`config.mk`:
```
export PLATFORM = sky130hd
export DESIGN_NAME = serial_twos_comp
export DESIGN_NICKNAME = d
export VERILOG_FILES = /design/src/rtl/twos_comp_defs.sv /design/src/rtl/twos_comp_bit_cell.sv /design/src/rtl/serial_twos_comp.sv
export SDC_FILE = /design/constraint.sdc
export NUM_CORES = 1
export LEC_CHECK = 0
export CORE_AREA = 2 2 39 41
export DETAILED_ROUTE_END_ITERATION = 16
export DIE_AREA = 0 0 41 43
export DONT_BUFFER_PORTS = 1
export GPL_TIMING_DRIVEN = 0
export MAX_ROUTING_LAYER = met4
export PLACE_DENSITY_LB_ADDON = 0.15
export SKIP_LAST_GASP = 1
export SYNTH_ARGS = -nofsm -noshare
export SYNTH_HDL_FRONTEND = slang
export SYNTH_HIERARCHICAL = 1
export SYNTH_SLANG_ARGS = --single-unit
```
`constraint.sdc`:
```
create_clock -name clk -period 2.8 [get_ports clk]
set_clock_uncertainty 0.05 [all_clocks]
set_input_delay 0.28 -clock clk [delete_from_list [all_inputs] [get_ports clk]]
set_output_delay 0.28 -clock clk [all_outputs]
set_load 0.01 [all_outputs]
```
`src/rtl/twos_comp_defs.sv`:
```
// Shared definitions for the bit-serial two's-complement negator.
// State encodings and the default operand width.
package twos_comp_defs;

  localparam int TC_WIDTH_DEF = 3;

  typedef enum logic [1:0] {
    ST_IDLE   = 2'd0,
    ST_COPY   = 2'd1,
    ST_INVERT = 2'd2,
    ST_DONE   = 2'd3
  } tc_state_t;

endpackage

```
`src/rtl/twos_comp_bit_cell.sv`:
```
// Mealy cell of the copy-until-first-1-then-invert rule.
// Result bit is b flipped once a 1 has been seen on an earlier bit.
module twos_comp_bit_cell (
  input  logic b,
  input  logic seen_one,
  output logic r,
  output logic next_seen
);

  // Pure combinational cell, no state of its own
  always_comb begin
    r         = b ^ seen_one;
    next_seen = seen_one | b;
  end

endmodule

```
`src/rtl/serial_twos_comp.sv`:
```
// Bit-serial WIDTH-bit negator, LSB-first, valid/ready on both sides.
// Optional bitstream ports under SERIAL_TWOS_COMP_BITSTREAM_EN.
module serial_twos_comp
  import twos_comp_defs::*;
#(
  parameter int WIDTH = TC_WIDTH_DEF
) (
  input  logic             clk,
  input  logic             rst,
  input  logic             in_valid,
  output logic             in_ready,
  input  logic [WIDTH-1:0] in_data,
  output logic             out_valid,
  input  logic             out_ready,
  output logic [WIDTH-1:0] out_data,
  output logic             out_zero,
  output logic             out_ovf
`ifdef SERIAL_TWOS_COMP_BITSTREAM_EN
  ,
  output logic             ser_bit,
  output logic             ser_vld
`endif
);

  localparam int CNT_W = $clog2(WIDTH + 1);
  localparam logic [CNT_W-1:0] LAST_CNT = CNT_W'(WIDTH - 1);

  tc_state_t        r_state;
  // Operand bits shift out at the LSB while result bits
  // enter at the MSB, so one register serves both roles.
  logic [WIDTH-1:0] r_sh;
  logic [CNT_W-1:0] r_cnt;
  logic             r_seen;
  logic             r_in_ready;
  logic             r_out_valid;
  logic [WIDTH-1:0] r_out_data;
  logic             r_zero;
  logic             r_ovf;

  logic             w_b;
  logic             w_r;
  logic             w_next_seen;

  assign w_b = r_sh[0];

  twos_comp_bit_cell u_cell (
    .b         (w_b),
    .seen_one  (r_seen),
    .r         (w_r),
    .next_seen (w_next_seen)
  );

  // FSM, shift/count datapath and registered handshake/flags
  always_ff @(posedge clk) begin
    if (rst) begin
      r_state     <= ST_IDLE;
      r_sh        <= '0;
      r_cnt       <= '0;
      r_seen      <= 1'b0;
      r_in_ready  <= 1'b1;
      r_out_valid <= 1'b0;
      r_out_data  <= '0;
      r_zero      <= 1'b0;
      r_ovf       <= 1'b0;
    end else begin
      unique case (r_state)
        ST_IDLE: begin
          if (in_valid && r_in_ready) begin
            r_sh       <= in_data;
            r_cnt      <= '0;
            r_seen     <= 1'b0;
            r_in_ready <= 1'b0;
            r_state    <= ST_COPY;
          end
        end
        ST_COPY, ST_INVERT: begin
          r_sh   <= {w_r, r_sh[WIDTH-1:1]};
          r_seen <= w_next_seen;
          r_cnt  <= r_cnt + 1'b1;
          if (r_cnt == LAST_CNT) begin
            r_state     <= ST_DONE;
            r_out_valid <= 1'b1;
            r_out_data  <= {w_r, r_sh[WIDTH-1:1]};
            r_zero      <= ~w_next_seen;
            // first 1 arriving on the MSB means a == most negative
            r_ovf       <= w_b & ~r_seen;
          end else begin
            r_state <= w_next_seen ? ST_INVERT : ST_COPY;
          end
        end
        ST_DONE: begin
          if (out_ready) begin
            r_out_valid <= 1'b0;
            r_in_ready  <= 1'b1;
            r_state     <= ST_IDLE;
          end
        end
        default: r_state <= ST_IDLE;
      endcase
    end
  end

  assign in_ready  = r_in_ready;
  assign out_valid = r_out_valid;
  assign out_data  = r_out_data;
  assign out_zero  = r_zero;
  assign out_ovf   = r_ovf;

`ifdef SERIAL_TWOS_COMP_BITSTREAM_EN
  // Live result bit for a downstream bit-serial consumer
  always_comb begin
    ser_vld = ~rst & ((r_state == ST_COPY) | (r_state == ST_INVERT));
    ser_bit = ser_vld & w_r;
  end
`endif

endmodule

```
# Yosys cells after proc, flatten, opt, wreduce, memory -nomap -nowiden
# Index checks and enable logic that the tools add are counted.
# classes
addsub	1
eq_ne	7
mux	16
bitwise_logic	5
n_reduce_logical	11
# ops
op	count
$mux 2	5
$eq 2x2->1 const B	3
$ne 2x2->1 const B	3
$pmux 1 s2	3
$pmux 2 s3	1
$pmux 3 s2	1
$reduce_and 2->1	3
$reduce_and 3->1	2
$reduce_bool 2->1	3
$mux 1	4
$pmux 2 s2	1
$mux 3	1
$add 2x1->2 const B	1
$eq 2x1->1 const B	1
$logic_not 2->1	1
$not 1->1	2
$reduce_or 2->1	1
$and 1x1->1	1
$logic_and 1x1->1	1
$or 1x1->1	1
$xor 1x1->1	1
# word_totals
register_bits	15
out_inout_bits	7
wordCells	49

# Longest topological paths before layout
# Gate-level depths: netlist of run 1.
# logic_depth
depth_word	4
ltp_mapped	7

# Hierarchy
# The synthesis of run 1 kept the hierarchy.
# modules_own_cells
module	instances	cells_each	area_each_um2	seq_area_each_um2
serial_twos_comp	1	90	769.5	300.3
twos_comp_bit_cell	1	4	23.8	0.0

# Worst setup path before layout of run 1
# Ideal clock, no wire load.
# synth_path
kind	reg-to-reg
from	register r_state[0]
to	register r_state[0]
setup_time_ns	0.070
arrival_time_ns	1.571
required_ns	2.680
setup_slack_ns	1.109
path_stages_with_launch	7
cell_sequence	dfxtp_1 -> inv_1 -> ha_1 -> buf_6 -> and3b_1 -> or4_1 -> a21oi_1
# synth_via
elab_chain_cells	3
elab_cells_between_ends	9
classes_between	eq/ne (5); mux (1); reduce/logical (3)
# synth_lines
item	line_no	rtl
from (decl)	serial_twos_comp.sv:28	tc_state_t r_state;
from (signal assigned)	serial_twos_comp.sv:88	r_state <= w_next_seen ? ST_INVERT : ST_COPY;
$eq 2x1->1, or another cell as far along	serial_twos_comp.sv:66	unique case (r_state)
$reduce_or 2->1 / $ne 2x2->1 (equally long branches)	n/a	
$pmux 2 s3 / $reduce_and 2->1 (equally long branches)	n/a	
# Several ways; a longest one is shown, not always the timed one.
# A chain may end at the register's enable or synchronous reset.

# Final worst setup path of run 1
# Same ends and word-level chain as after synthesis.

==> results.rst, run 1 <==
.. list-table::
   :header-rows: 1

   * - Metric
     - Value
   * - Reg2reg end
     - r_state[0]$_SDFFE_PP0P_
   * - Vertical extent of the die
     - 43 µm
   * - Sink Count
     - 15
   * - Crit path max fanout
     - 9
   * - Combined area of all synthesized cells
     - 793 µm²
   * - Antenna violations before repair
     - 0
   * - Final setup fails
     - 0
   * - Maximum single-stage delay on the critical path
     - 460 ps
   * - Quantity of I/O buffers inserted on ports
     - 0
   * - Final count of pins violating max slew
     - 0
   * - Max Root-Sink Buffers
     - 2
   * - Number of cells on the worst hold path
     - 1
   * - Power after layout
     - 0.463 mW
   * - Synth warnings
     - 6
   * - NumNets Final
     - 114
   * - Outcome
     - complete, no violations
   * - Iter 0 DRT Violations
     - 3
   * - Wire length of the first global-routing pass
     - 2.46 mm
   * - Reg-to-reg slack, setup
     - 1010 ps
   * - Crit end category
     - flip-flop
   * - Pin count of the biggest net entering global routing
     - 11
   * - Flip-flop and latch count after synthesis
     - 15
   * - HP Class
     - input port to flip-flop
   * - Number of standard cells in the final layout excluding fillers
     - 115
   * - Final Critical Period
     - 1790 ps
   * - Portion of the post-synthesis area used by sequential elements
     - 0.379
   * - Yosys top cell by area
     - sky130_fd_sc_hd__dfxtp_1
   * - Synth top cells by count
     - sky130_fd_sc_hd__dfxtp_1 (15), sky130_fd_sc_hd__a21oi_1 (13), sky130_fd_sc_hd__nand3_1 (11)
   * - Net switching fraction of the power
     - 0.296
   * - Post-route DRC
     - 0
   * - Final Hold Fails
     - 0
   * - Leak pwr
     - 0.328 nW
   * - Total Routing Usage GR
     - 0.209
   * - Syn avg cell area
     - 8.44 µm²
   * - Unrepaired setup endpoints after global routing
     - no
   * - Half-perimeter wire length after placement
     - 1.05 mm
   * - Maximum VDD drop
     - 0.409 mV
   * - Antenna-violating nets left
     - 0
   * - Number of distinct standard cells referenced by the synthesized netlist
     - 27
   * - Depth of the worst register-to-register path
     - 6
   * - Slew of the pin with the lowest slew margin
     - 459 ps
   * - Worst Path Arrival
     - 1970 ps
   * - Sw power
     - 0.137 mW
   * - Final Wtd Congestion
     - 0.779
   * - Crit path required time
     - 2970 ps
   * - Post-synth top area share
     - 0.379
   * - Congestion Overflow GR
     - 0
   * - Number of synthesized flops with an enable pin
     - 0
   * - Critical path type
     - flip-flop to flip-flop
   * - Startpoint of the most critical hold path
     - rst
   * - Met2 layer wire length in the routed design
     - 597 µm
   * - Mean number of vias per cell
     - 5.54
   * - DIE AREA
     - 1760 µm²
   * - Clock transition at path regs
     - 90 ps
   * - Slowest cell on crit path
     - sky130_fd_sc_hd__or4_1
   * - Sum of routed wire segments on met1
     - 764 µm
   * - Slew Limit Headroom
     - 0.694
   * - Cell Int Power
     - 0.326 mW
   * - Clock buffer count from CTS
     - 3
   * - Most repeated cell in the gate-level netlist after synthesis
     - sky130_fd_sc_hd__dfxtp_1
   * - Total power divided by cell area
     - 545 nW/µm²
   * - Crit path launch type
     - flip-flop
   * - Most used DFF post-synth
     - sky130_fd_sc_hd__dfxtp_1
   * - Wire length on met3
     - 75 µm
   * - CTS root buf
     - sky130_fd_sc_hd__clkbuf_4
   * - Number of inserted diodes
     - 0
   * - TritonCTS clock tree
     - built
   * - Ratio of final minimum period to clock period
     - 0.641
   * - Layout cells sized above 1
     - 0.0707
   * - Worst path cell trace
     - inv_1 > ha_1 > buf_6 > and3b_1 > or4_1 > a21oi_1
   * - Hold Crit Endpoint
     - out_zero$_SDFFE_PP0P_
   * - Clock power frac
     - 0.266
   * - Number of vias after detailed routing
     - 637
   * - Cell types occupying the most area after synthesis
     - sky130_fd_sc_hd__dfxtp_1 (38%), sky130_fd_sc_hd__ha_1 (11%), sky130_fd_sc_hd__a21oi_1 (8.2%), sky130_fd_sc_hd__nand3_1 (6.9%), sky130_fd_sc_hd__inv_1 (3.8%)
   * - Overall die width
     - 41 µm
   * - Top metal layer carrying routed signals
     - met4
   * - Average wire length per cell after detail routing
     - 12.6 µm
   * - Summed negative setup slack over all endpoints
     - 0 ps
   * - Drt pass-1 iters
     - 4
   * - Num rows
     - 14
   * - Aggregate routed wire length
     - 1.45 mm
   * - Final standard cell area without fillers
     - 850 µm²
   * - Depth of the CTS H-tree
     - 1
   * - Synth async-reset ratio
     - 0
   * - Vias in the first global route
     - 574
   * - Comb pwr share
     - 0.218
   * - Clock latency of the later-clocked register in the worst-skew pair
     - 280 ps
   * - Worst r2r src
     - r_state[0]$_SDFFE_PP0P_
   * - Net count of the mapped netlist
     - 108
   * - Number of primary I/O pins
     - 14
   * - Cell area after placement
     - 813 µm²
   * - Initial core utilization
     - 0.573
   * - Total of max-cap violations
     - 0
   * - Core footprint
     - 1380 µm²
   * - Share of power burned in registers
     - 0.515
   * - Crit path from
     - r_state[0]$_SDFFE_PP0P_
   * - Number of instances in the synthesized netlist
     - 94
   * - Count of placed standard cells including taps
     - 110
   * - Highest achievable clock rate
     - 557 MHz
   * - Area growth from synthesis to final layout
     - 7.10%
==> critical path, delay by kind of cell, from the launching register on <==
family | cells | cell delay (ps)
DFF | 1 | 390
adders and majority gates | 1 | 300
AOI/OAI and AO/OA | 1 | 140
buffers and inverters | 2 | 220
and+or+nand+nor | 2 | 630
==> flip-flops by register name (all words and copies together), names as in the netlist <==
signal	flops
out_data	3
r_sh	3
r_cnt	2
r_state	2
in_ready	1
out_ovf	1
out_valid	1
out_zero	1
r_seen	1
==> cell type report <==
type	count	area, µm²
multi-input cells	66	433
plain buffers	5	30.0
flip-flops and latches	15	300
clock buffers	4	26.3
inverters	8	30.0
fillers	135	534
well taps	16	20.0
repair buffers	1	10.0
==> what timing repair did <==
item,4_1_cts,5_1_grt
hold endpoints to repair,3,0
buffers inserted,0,0
hold buffers,1,0
gates resized for setup,0,0
==> placed cells by master (no fill, tap or decap) <==
cell type,Yosys,layout
sky130_fd_sc_hd__or3_1,1,1
sky130_fd_sc_hd__a21bo_1,1,1
sky130_fd_sc_hd__a21boi_1,1,1
sky130_fd_sc_hd__or2_0,1,1
sky130_fd_sc_hd__o311ai_1,1,1
sky130_fd_sc_hd__nor2b_1,2,2
sky130_fd_sc_hd__and2b_1,1,1
sky130_fd_sc_hd__or4_1,2,2
sky130_fd_sc_hd__dfxtp_1,15,15
sky130_fd_sc_hd__nand2b_1,2,2
sky130_fd_sc_hd__dlygate4sd3_1,0,1
sky130_fd_sc_hd__nand3b_1,1,1
sky130_fd_sc_hd__nand3_1,11,11
sky130_fd_sc_hd__clkbuf_4,0,3
sky130_fd_sc_hd__nand2_1,8,8
sky130_fd_sc_hd__clkbuf_1,1,2
sky130_fd_sc_hd__and3b_1,1,1
sky130_fd_sc_hd__a221oi_1,1,1
sky130_fd_sc_hd__nor2_1,2,2
sky130_fd_sc_hd__a32oi_1,1,1
sky130_fd_sc_hd__mux2i_1,2,2
sky130_fd_sc_hd__buf_2,3,3
sky130_fd_sc_hd__buf_6,1,1
sky130_fd_sc_hd__inv_1,8,8
sky130_fd_sc_hd__ha_1,7,7
sky130_fd_sc_hd__a21o_1,2,2
sky130_fd_sc_hd__a21oi_1,13,13
sky130_fd_sc_hd__a311oi_1,2,2
sky130_fd_sc_hd__o21ai_0,3,3
==> how the worst max path moves through the flow <==
stage,cells past startpoint,slack [ps],endpoint
2_1_floorplan,6,1110,r_state[0]$_SDFFE_PP0P_
3_3_place_gp,6,1030,r_state[0]$_SDFFE_PP0P_
3_5_place_dp,6,1010,r_state[0]$_SDFFE_PP0P_
4_1_cts,6,990,r_state[0]$_SDFFE_PP0P_
5_1_grt,6,920,r_state[0]$_SDFFE_PP0P_
6_report,6,1010,r_state[0]$_SDFFE_PP0P_
==> cell families (layout without fill, tap and decap cells) <==
logic type,Yosys count,count (layout),synth area share
multiplexers,2,2,0.0252
AND/OR/NAND/NOR,32,32,0.213
adder cells (fa/ha/maj),7,7,0.110
AO/OA/AOI/OAI,25,25,0.197
buffers and inverters,13,18,0.0757
flip-flops,15,15,0.379
==> layer usage <==
metal | vias up | track usage
li1 | 338 | -
met5 | - | -
met2 | 16 | 0.263
met1 | 281 | 0.325
met4 | 0 | 0.0600
met3 | 2 | 0.0524
==> per-stage QoR <==
stage	hold WS [ps]	setup slack, ps	util
6_report	12.2	1010	0.614
5_1_grt	0.984	925	0.614
4_1_cts	5.54	992	0.614
3_5_place_dp	303	1010	0.588
3_3_place_gp	302	1030	0.588
2_1_floorplan	299	1110	-
==> power groups by stage <==
stage	clock [mW]	combinational, mW	sequential, mW
2_1_floorplan	0	0.0815	0.241
5_1_grt	0.137	0.115	0.240
4_1_cts	0.129	0.102	0.239
6_report	0.123	0.101	0.239
3_5_place_dp	0	0.0999	0.244
3_3_place_gp	0	0.0970	0.243
No activity file was read; power rests on OpenSTA's default activity.
==> run 2, diff against run 1 <==
--- a/config.mk
+++ b/config.mk
@@ -5,9 +5,9 @@
 export SDC_FILE = /design/constraint.sdc
 export NUM_CORES = 1
 export LEC_CHECK = 0
-export CORE_AREA = 2 2 39 41
+export CORE_MARGIN = 2
+export CORE_UTILIZATION = 59
 export DETAILED_ROUTE_END_ITERATION = 16
-export DIE_AREA = 0 0 41 43
 export DONT_BUFFER_PORTS = 1
 export GPL_TIMING_DRIVEN = 0
 export MAX_ROUTING_LAYER = met4
==> constraint.sdc (replaced) <==
create_clock -name clk -period 1.7 [get_ports clk]
set_clock_uncertainty 0.05 [all_clocks]
set_input_delay 0.17 -clock clk [delete_from_list [all_inputs] [get_ports clk]]
set_output_delay 0.17 -clock clk [all_outputs]
set_load 0.01 [all_outputs]
==> results.rst, run 2 (synthesis results as in run 1) <==
.. list-table::
   :header-rows: 1

   * - Metric
     - Value
   * - HP Class
     - input port to flip-flop
   * - GR peak layer
     - met2
   * - Num rows
     - 13 (-1)
   * - Antenna violations before repair
     - 0 (unchanged)
   * - Clock transition at path regs
     - 90 ps (about the same)
   * - Depth of the CTS H-tree
     - 1 (unchanged)
   * - Worst r2r src
     - r_state[1]$_SDFFE_PP0P_
   * - Congestion Overflow GR
     - 0 (unchanged)
   * - Vias in the first global route
     - 517 (-9.9%)
   * - Average wire length per cell after detail routing
     - 14.1 µm (+11%)
   * - Quantity of I/O buffers inserted on ports
     - 0 (unchanged)
   * - Reg2reg end
     - r_state[1]$_SDFFE_PP0P_
   * - Ratio of final minimum period to clock period
     - 0.979 (+0.338)
   * - Antenna-violating nets left
     - 0 (unchanged)
   * - Number of inserted diodes
     - 0 (unchanged)
   * - GR Util met3
     - 0.0543 (+0.00199)
   * - NumNets Final
     - 118 (+3.5%)
   * - Leading cell types in the layout, fill and taps excluded
     - sky130_fd_sc_hd__a21oi_1 (13), sky130_fd_sc_hd__dfxtp_1 (13), sky130_fd_sc_hd__nand3_1 (11)
   * - Crit path from
     - r_state[1]$_SDFFE_PP0P_
   * - Crit path max fanout
     - 6 (-3)
   * - Pin count of the biggest net entering global routing
     - 11 (unchanged)
   * - Highest achievable clock rate
     - 601 MHz (+7.8%)
   * - Layout cells sized above 1
     - 0.175 (+0.104)
   * - Post-route DRC
     - 0 (unchanged)
   * - Crit end category
     - flip-flop
   * - Total power divided by cell area
     - 882 nW/µm² (+62%)
   * - Clock buffer count from CTS
     - 3 (unchanged)
   * - Summed negative setup slack over all endpoints
     - 0 ps (unchanged)
   * - Sink Count
     - 15 (unchanged)
   * - Aggregate routed wire length
     - 1.66 mm (+14%)
   * - Crit path required time
     - 1860 ps (-1110 ps)
   * - Total Routing Usage GR
     - 0.227 (+0.0187)
   * - Slew Limit Headroom
     - 0.707 (+0.0127)
   * - Maximum VDD drop
     - 0.663 mV (+62%)
   * - Count of placed standard cells including taps
     - 109 (-0.91%)
   * - Critical path type
     - flip-flop to flip-flop
   * - Slew of the pin with the lowest slew margin
     - 440 ps (-19.0 ps)
   * - Final Hold Fails
     - 0 (unchanged)
   * - DIE AREA
     - 1650 µm² (-6.2%)
   * - Half-perimeter wire length after placement
     - 1.10 mm (+4.9%)
   * - Final Critical Period
     - 1660 ps (-130 ps)
   * - Worst Path Arrival
     - 1820 ps (-150 ps)
   * - TritonCTS clock tree
     - built
   * - CTS root buf
     - sky130_fd_sc_hd__clkbuf_4
   * - Reg-to-reg slack, setup
     - 40 ps (-970 ps)
   * - Final Wtd Congestion
     - 0.770 (-1.2%)
   * - Crit path launch type
     - flip-flop
   * - Final setup fails
     - 0 (unchanged)
   * - Initial core utilization
     - 0.617 (+0.0441)
   * - Met1 demand-to-capacity share in global routing
     - 0.296 (-0.0282)
   * - Area growth from synthesis to final layout
     - 14.2%
   * - Max Root-Sink Buffers
     - 2 (unchanged)
   * - Clock latency of the later-clocked register in the worst-skew pair
     - 280 ps (about the same)
   * - Outcome
     - complete, no violations
   * - Wire length of the first global-routing pass
     - 2.28 mm (-7.0%)
   * - M2 GR Usage
     - 0.333 (+0.0708)
   * - Drt pass-1 iters
     - 4 (unchanged)
   * - Leak pwr
     - 0.354 nW (+8.0%)
   * - Vertical extent of the die
     - 40.7 µm (-5.4%)
   * - Number of standard cells in the final layout excluding fillers
     - 118 (+2.6%)
   * - Iter 0 DRT Violations
     - 22 (+19)
   * - Worst setup path end
     - r_state[1]$_SDFFE_PP0P_
   * - Final count of pins violating max slew
     - 0 (unchanged)
   * - Total of max-cap violations
     - 0 (unchanged)
   * - Overall die width
     - 40.7 µm (-0.82%)
   * - Number of primary I/O pins
     - 14 (unchanged)
   * - Power after layout
     - 0.799 mW (+72%)
   * - Smallest hold slack
     - 34.5 ps (+22.3 ps)
   * - Mean number of vias per cell
     - 5.80 (+4.6%)
   * - Number of vias after detailed routing
     - 684 (+7.4%)
   * - Depth of the worst register-to-register path
     - 7 (+1)
   * - Core footprint
     - 1280 µm² (-7.1%)
==> run 2: changes by cell type in the layout (fill, tap and decap cells not counted), sizes merged <==
| cell | delta |
|---|---|
| clkinv | +1 |
| clkbuf | -1 |
| buf | +4 |
==> run 2: cell type report <==
class,instances,area [µm²]
Inverter,8,30.0
Sequential cell,15,303
Multi-Input combinational cell,66,453
Timing Repair Buffer,5,43.8
Buffer,5,30.0
Clock buffer,3,22.5
Clock inverter,1,5.00
Tap cell,15,18.8
Fill cell,118,379
==> run 2: worst min path at each step <==
stage	startpoint	to	slack, ps	depth (start not counted)
after floorplan	rst	r_cnt[0]$_SDFFE_PP0P_	190	1
after global placement	rst	r_cnt[0]$_SDFFE_PP0P_	190	1
after detailed placement	rst	r_state[0]$_SDFFE_PP0P_	190	1
after CTS	out_ready	out_valid$_SDFFE_PP0P_	40	3
after global routing	out_ready	out_valid$_SDFFE_PP0P_	50	3
final	out_ready	out_valid$_SDFFE_PP0P_	30	3
==> run 2: metal layers <==
layer	wire [µm]	vias up
met3	65	2
met2	780	15
met5	0	-
met4	14	0
met1	801	318
li1	-	349
==> run 2: power by group <==
part           switching [mW]  total [mW]  internal (mW)
sequential             0.0183       0.393          0.374
combinational           0.107       0.202         0.0955
clock                   0.117       0.204         0.0871
==> run 2: critical path, cell delays in order, from the launching register on <==
cell	delay, ps
sky130_fd_sc_hd__dfxtp_2	370
sky130_fd_sc_hd__inv_2	60
sky130_fd_sc_hd__ha_4	250
sky130_fd_sc_hd__buf_6	100
sky130_fd_sc_hd__buf_6	110
sky130_fd_sc_hd__nand2b_1	50
sky130_fd_sc_hd__or4_1	470
sky130_fd_sc_hd__a21oi_1	140
==> run 2: per-stage QoR <==
stage | cell area, µm² | worst slack, ps | util
floorplan | 793 | 9.37 | -
global placement | 812 | -65.5 | 0.632
detailed placement | 812 | -70.6 | 0.632
CTS | 867 | 1.84 | 0.675
global route | 906 | -5.66 | 0.705
finish | 906 | 36.4 | 0.705
==> run 2: what timing repair did <==
| item | in CTS | in global routing |
|---|---|---|
| setup endpoints to repair | 2 | 3 |
| hold buffers | 1 | 0 |
| setup buffers | 2 | 2 |
| resized for setup | 2 | 8 |
| pin swaps | 1 | 3 |
| endpoints found under the hold margin | 5 | 0 |
==> run 3, diff against run 2 <==
==> constraint.sdc (replaced) <==
create_clock -name clk -period 1.7 [get_ports clk]
set_clock_uncertainty 0.05 [all_clocks]
set_input_delay 0.17 -clock clk [delete_from_list [all_inputs] [get_ports clk]]
set_output_delay 0.17 -clock clk [all_outputs]
set_load 0.1 [all_outputs]
==> results.rst, run 3 (synthesis results as in run 1) <==
.. list-table::
   :header-rows: 1

   * - Metric
     - Value
   * - Hold Buf Count CTS
     - 1 (unchanged)
   * - HP Class
     - input port to flip-flop
   * - Outcome
     - complete, but fails checks
   * - Vertical extent of the die
     - 40.7 µm (unchanged)
   * - Pin count of the biggest net entering global routing
     - 11 (unchanged)
   * - Post-route DRC
     - 0 (unchanged)
   * - Antenna-violating nets left
     - 0 (unchanged)
   * - Reg2reg end
     - r_state[0]$_SDFFE_PP0P_
   * - Area growth from synthesis to final layout
     - 12.0%
   * - Total Routing Usage GR
     - 0.232 (+0.00496)
   * - Number of inserted diodes
     - 0 (unchanged)
   * - Crit path max fanout
     - 9 (+3)
   * - DIE AREA
     - 1650 µm² (unchanged)
   * - Layout cells sized above 1
     - 0.160 (-0.0148)
   * - NumNets Final
     - 115 (-2.5%)
   * - Iter 0 DRT Violations
     - 12 (-45%)
   * - Reg-to-reg slack, setup
     - -8 ps (-40 ps)
   * - Final worst setup slack
     - -8.02 ps (-44.4 ps)
   * - Worst path top cell family by delay
     - simple AND/OR/NAND/NOR gates
   * - Depth of the CTS H-tree
     - 1 (unchanged)
   * - Average wire length per cell after detail routing
     - 14.5 µm (+3.2%)
   * - Wire length of the first global-routing pass
     - 2.38 mm (+4.2%)
   * - Mean number of vias per cell
     - 5.90 (+1.7%)
   * - Clock transition at path regs
     - 100 ps (about the same)
   * - Final Hold Fails
     - 4 (+4)
   * - Critical path depth
     - 6 (-1)
   * - Buffer and inverter count on the worst path
     - 2 (-1)
   * - Slew of the pin with the lowest slew margin
     - 986 ps (+547 ps)
   * - Max Root-Sink Buffers
     - 2 (unchanged)
   * - Initial core utilization
     - 0.617 (unchanged)
   * - Total power divided by cell area
     - 927 nW/µm² (+5.1%)
   * - Sink Count
     - 15 (unchanged)
   * - Final Critical Period
     - 1710 ps (+44.4 ps)
   * - Crit path required time
     - 1870 ps (about the same)
   * - Leading cell types in the layout, fill and taps excluded
     - sky130_fd_sc_hd__a21oi_1 (12), sky130_fd_sc_hd__dfxtp_1 (12), sky130_fd_sc_hd__nand3_1 (11)
   * - Aggregate routed wire length
     - 1.67 mm (+0.54%)
   * - Maximum single-stage delay on the critical path
     - 480 ps (about the same)
   * - Smallest hold slack
     - -122 ps (-157 ps)
   * - Depth of the worst register-to-register path
     - 6 (-1)
   * - Worst r2r src
     - r_state[0]$_SDFFE_PP0P_
   * - Quantity of I/O buffers inserted on ports
     - 0 (unchanged)
   * - Total of max-cap violations
     - 0 (unchanged)
   * - Crit path launch type
     - flip-flop
   * - Number of cells on the worst hold path
     - 1 (-2)
   * - Failing checks
     - hold timing, setup timing
   * - TritonCTS clock tree
     - built
   * - Slowest cell on crit path
     - sky130_fd_sc_hd__or4_1
   * - Leak pwr
     - 0.339 nW (-4.3%)
   * - Maximum VDD drop
     - 0.573 mV (-14%)
   * - Fill cell total of the finished layout
     - 118 (unchanged)
   * - Hold Crit Endpoint
     - r_state[0]$_SDFFE_PP0P_
   * - Number of vias after detailed routing
     - 678 (-0.88%)
   * - Final setup fails
     - 1 (+1)
   * - Drt pass-1 iters
     - 4 (unchanged)
   * - Worst path cell trace
     - inv_1 > ha_4 > buf_6 > and3b_1 > or4_1 > a21oi_1
   * - Slew Limit Headroom
     - 0.342 (-0.365)
   * - Final Wtd Congestion
     - 0.752 (-2.2%)
   * - Ratio of final minimum period to clock period
     - 1.00 (+0.0261)
   * - Unrepaired setup endpoints after global routing
     - yes
   * - Clock latency of the later-clocked register in the worst-skew pair
     - 290 ps (about the same)
   * - Clock buffer count from CTS
     - 3 (unchanged)
   * - Number of primary I/O pins
     - 14 (unchanged)
   * - Final count of pins violating max slew
     - 0 (unchanged)
   * - Overall die width
     - 40.7 µm (unchanged)
   * - Final standard cell area without fillers
     - 888 µm² (-1.9%)
   * - Highest achievable clock rate
     - 585 MHz (-2.6%)
   * - Cell area after placement
     - 813 µm² (+0.15%)
   * - Core footprint
     - 1280 µm² (unchanged)
   * - Congestion Overflow GR
     - 0 (unchanged)
   * - Vias in the first global route
     - 524 (+1.4%)
   * - Worst Path Arrival
     - 1880 ps (+60 ps)
   * - Half-perimeter wire length after placement
     - 1.11 mm (+1.1%)
   * - Critical path type
     - flip-flop to flip-flop
   * - Startpoint of the most critical hold path
     - rst
   * - Power after layout
     - 0.823 mW (+3.0%)
   * - Num rows
     - 13 (unchanged)
   * - Antenna violations before repair
     - 0 (unchanged)
   * - CTS root buf
     - sky130_fd_sc_hd__clkbuf_4
   * - Crit end category
     - flip-flop
run 3: cell types whose count changed in the layout (fill, tap and decap cells not counted), sizes merged:
cell | before | now
buf | 8 | 5
run 3: metrics by stage:
stage / TNS (ps) / util / worst slack (ps) / cells
6_report: -8.02 / 0.691 / -8.02 / 115
5_1_grt: -93.7 / 0.691 / -55.7 / 115
4_1_cts: -39.5 / 0.672 / -39.5 / 115
3_5_place_dp: -119 / 0.633 / -87.9 / 109
3_3_place_gp: -74.3 / 0.633 / -59.5 / 109
2_1_floorplan: 0 / - / 9.37 / 94
run 3: layout make-up:
class / instances / area [µm²] / share of cell area
Multi-Input combinational cell: 66 / 458 / 0.515
Sequential cell: 15 / 307 / 0.345
Clock inverter: 1 / 5.00 / 0.00563
Buffer: 5 / 30.0 / 0.0338
Timing Repair Buffer: 2 / 17.5 / 0.0197
Inverter: 8 / 30.0 / 0.0338
Clock buffer: 3 / 22.5 / 0.0254
Tap cell: 15 / 18.8 / 0.0211
run 3: how the worst max path moves through the flow:
stage	startpoint	slack, ps	to
global route	r_state[1]$_SDFFE_PP0P_	-60	r_state[0]$_SDFFE_PP0P_
finish	r_state[0]$_SDFFE_PP0P_	-8	r_state[0]$_SDFFE_PP0P_
CTS	r_state[1]$_SDFFE_PP0P_	-40	r_state[0]$_SDFFE_PP0P_
global placement	r_state[0]$_SDFFE_PP0P_	-60	r_state[0]$_SDFFE_PP0P_
detailed placement	r_state[0]$_SDFFE_PP0P_	-90	r_state[0]$_SDFFE_PP0P_
floorplan	r_state[0]$_SDFFE_PP0P_	9	r_state[0]$_SDFFE_PP0P_
run 3: metal layers:
metal | global-route usage | vias to the layer above | part of all wire
li1 | - | 340 | -
met1 | 0.314 | 313 | 0.50
met3 | 0.0380 | 4 | 0.037
met4 | 0.150 | 0 | 0.011
met2 | 0.317 | 21 | 0.45
met5 | - | - | 0
run 3: what timing repair did:
item	in CTS	in global routing
pin swaps	0	2
endpoints found under the hold margin	5	4
endpoints found under the setup margin	3	4
setup buffers	1	0
resized for setup	3	4
run 3: report_power, final:
group / internal [mW] / switching, mW
clock network: 0.0876 / 0.127
registers: 0.375 / 0.0446
logic: 0.0848 / 0.105
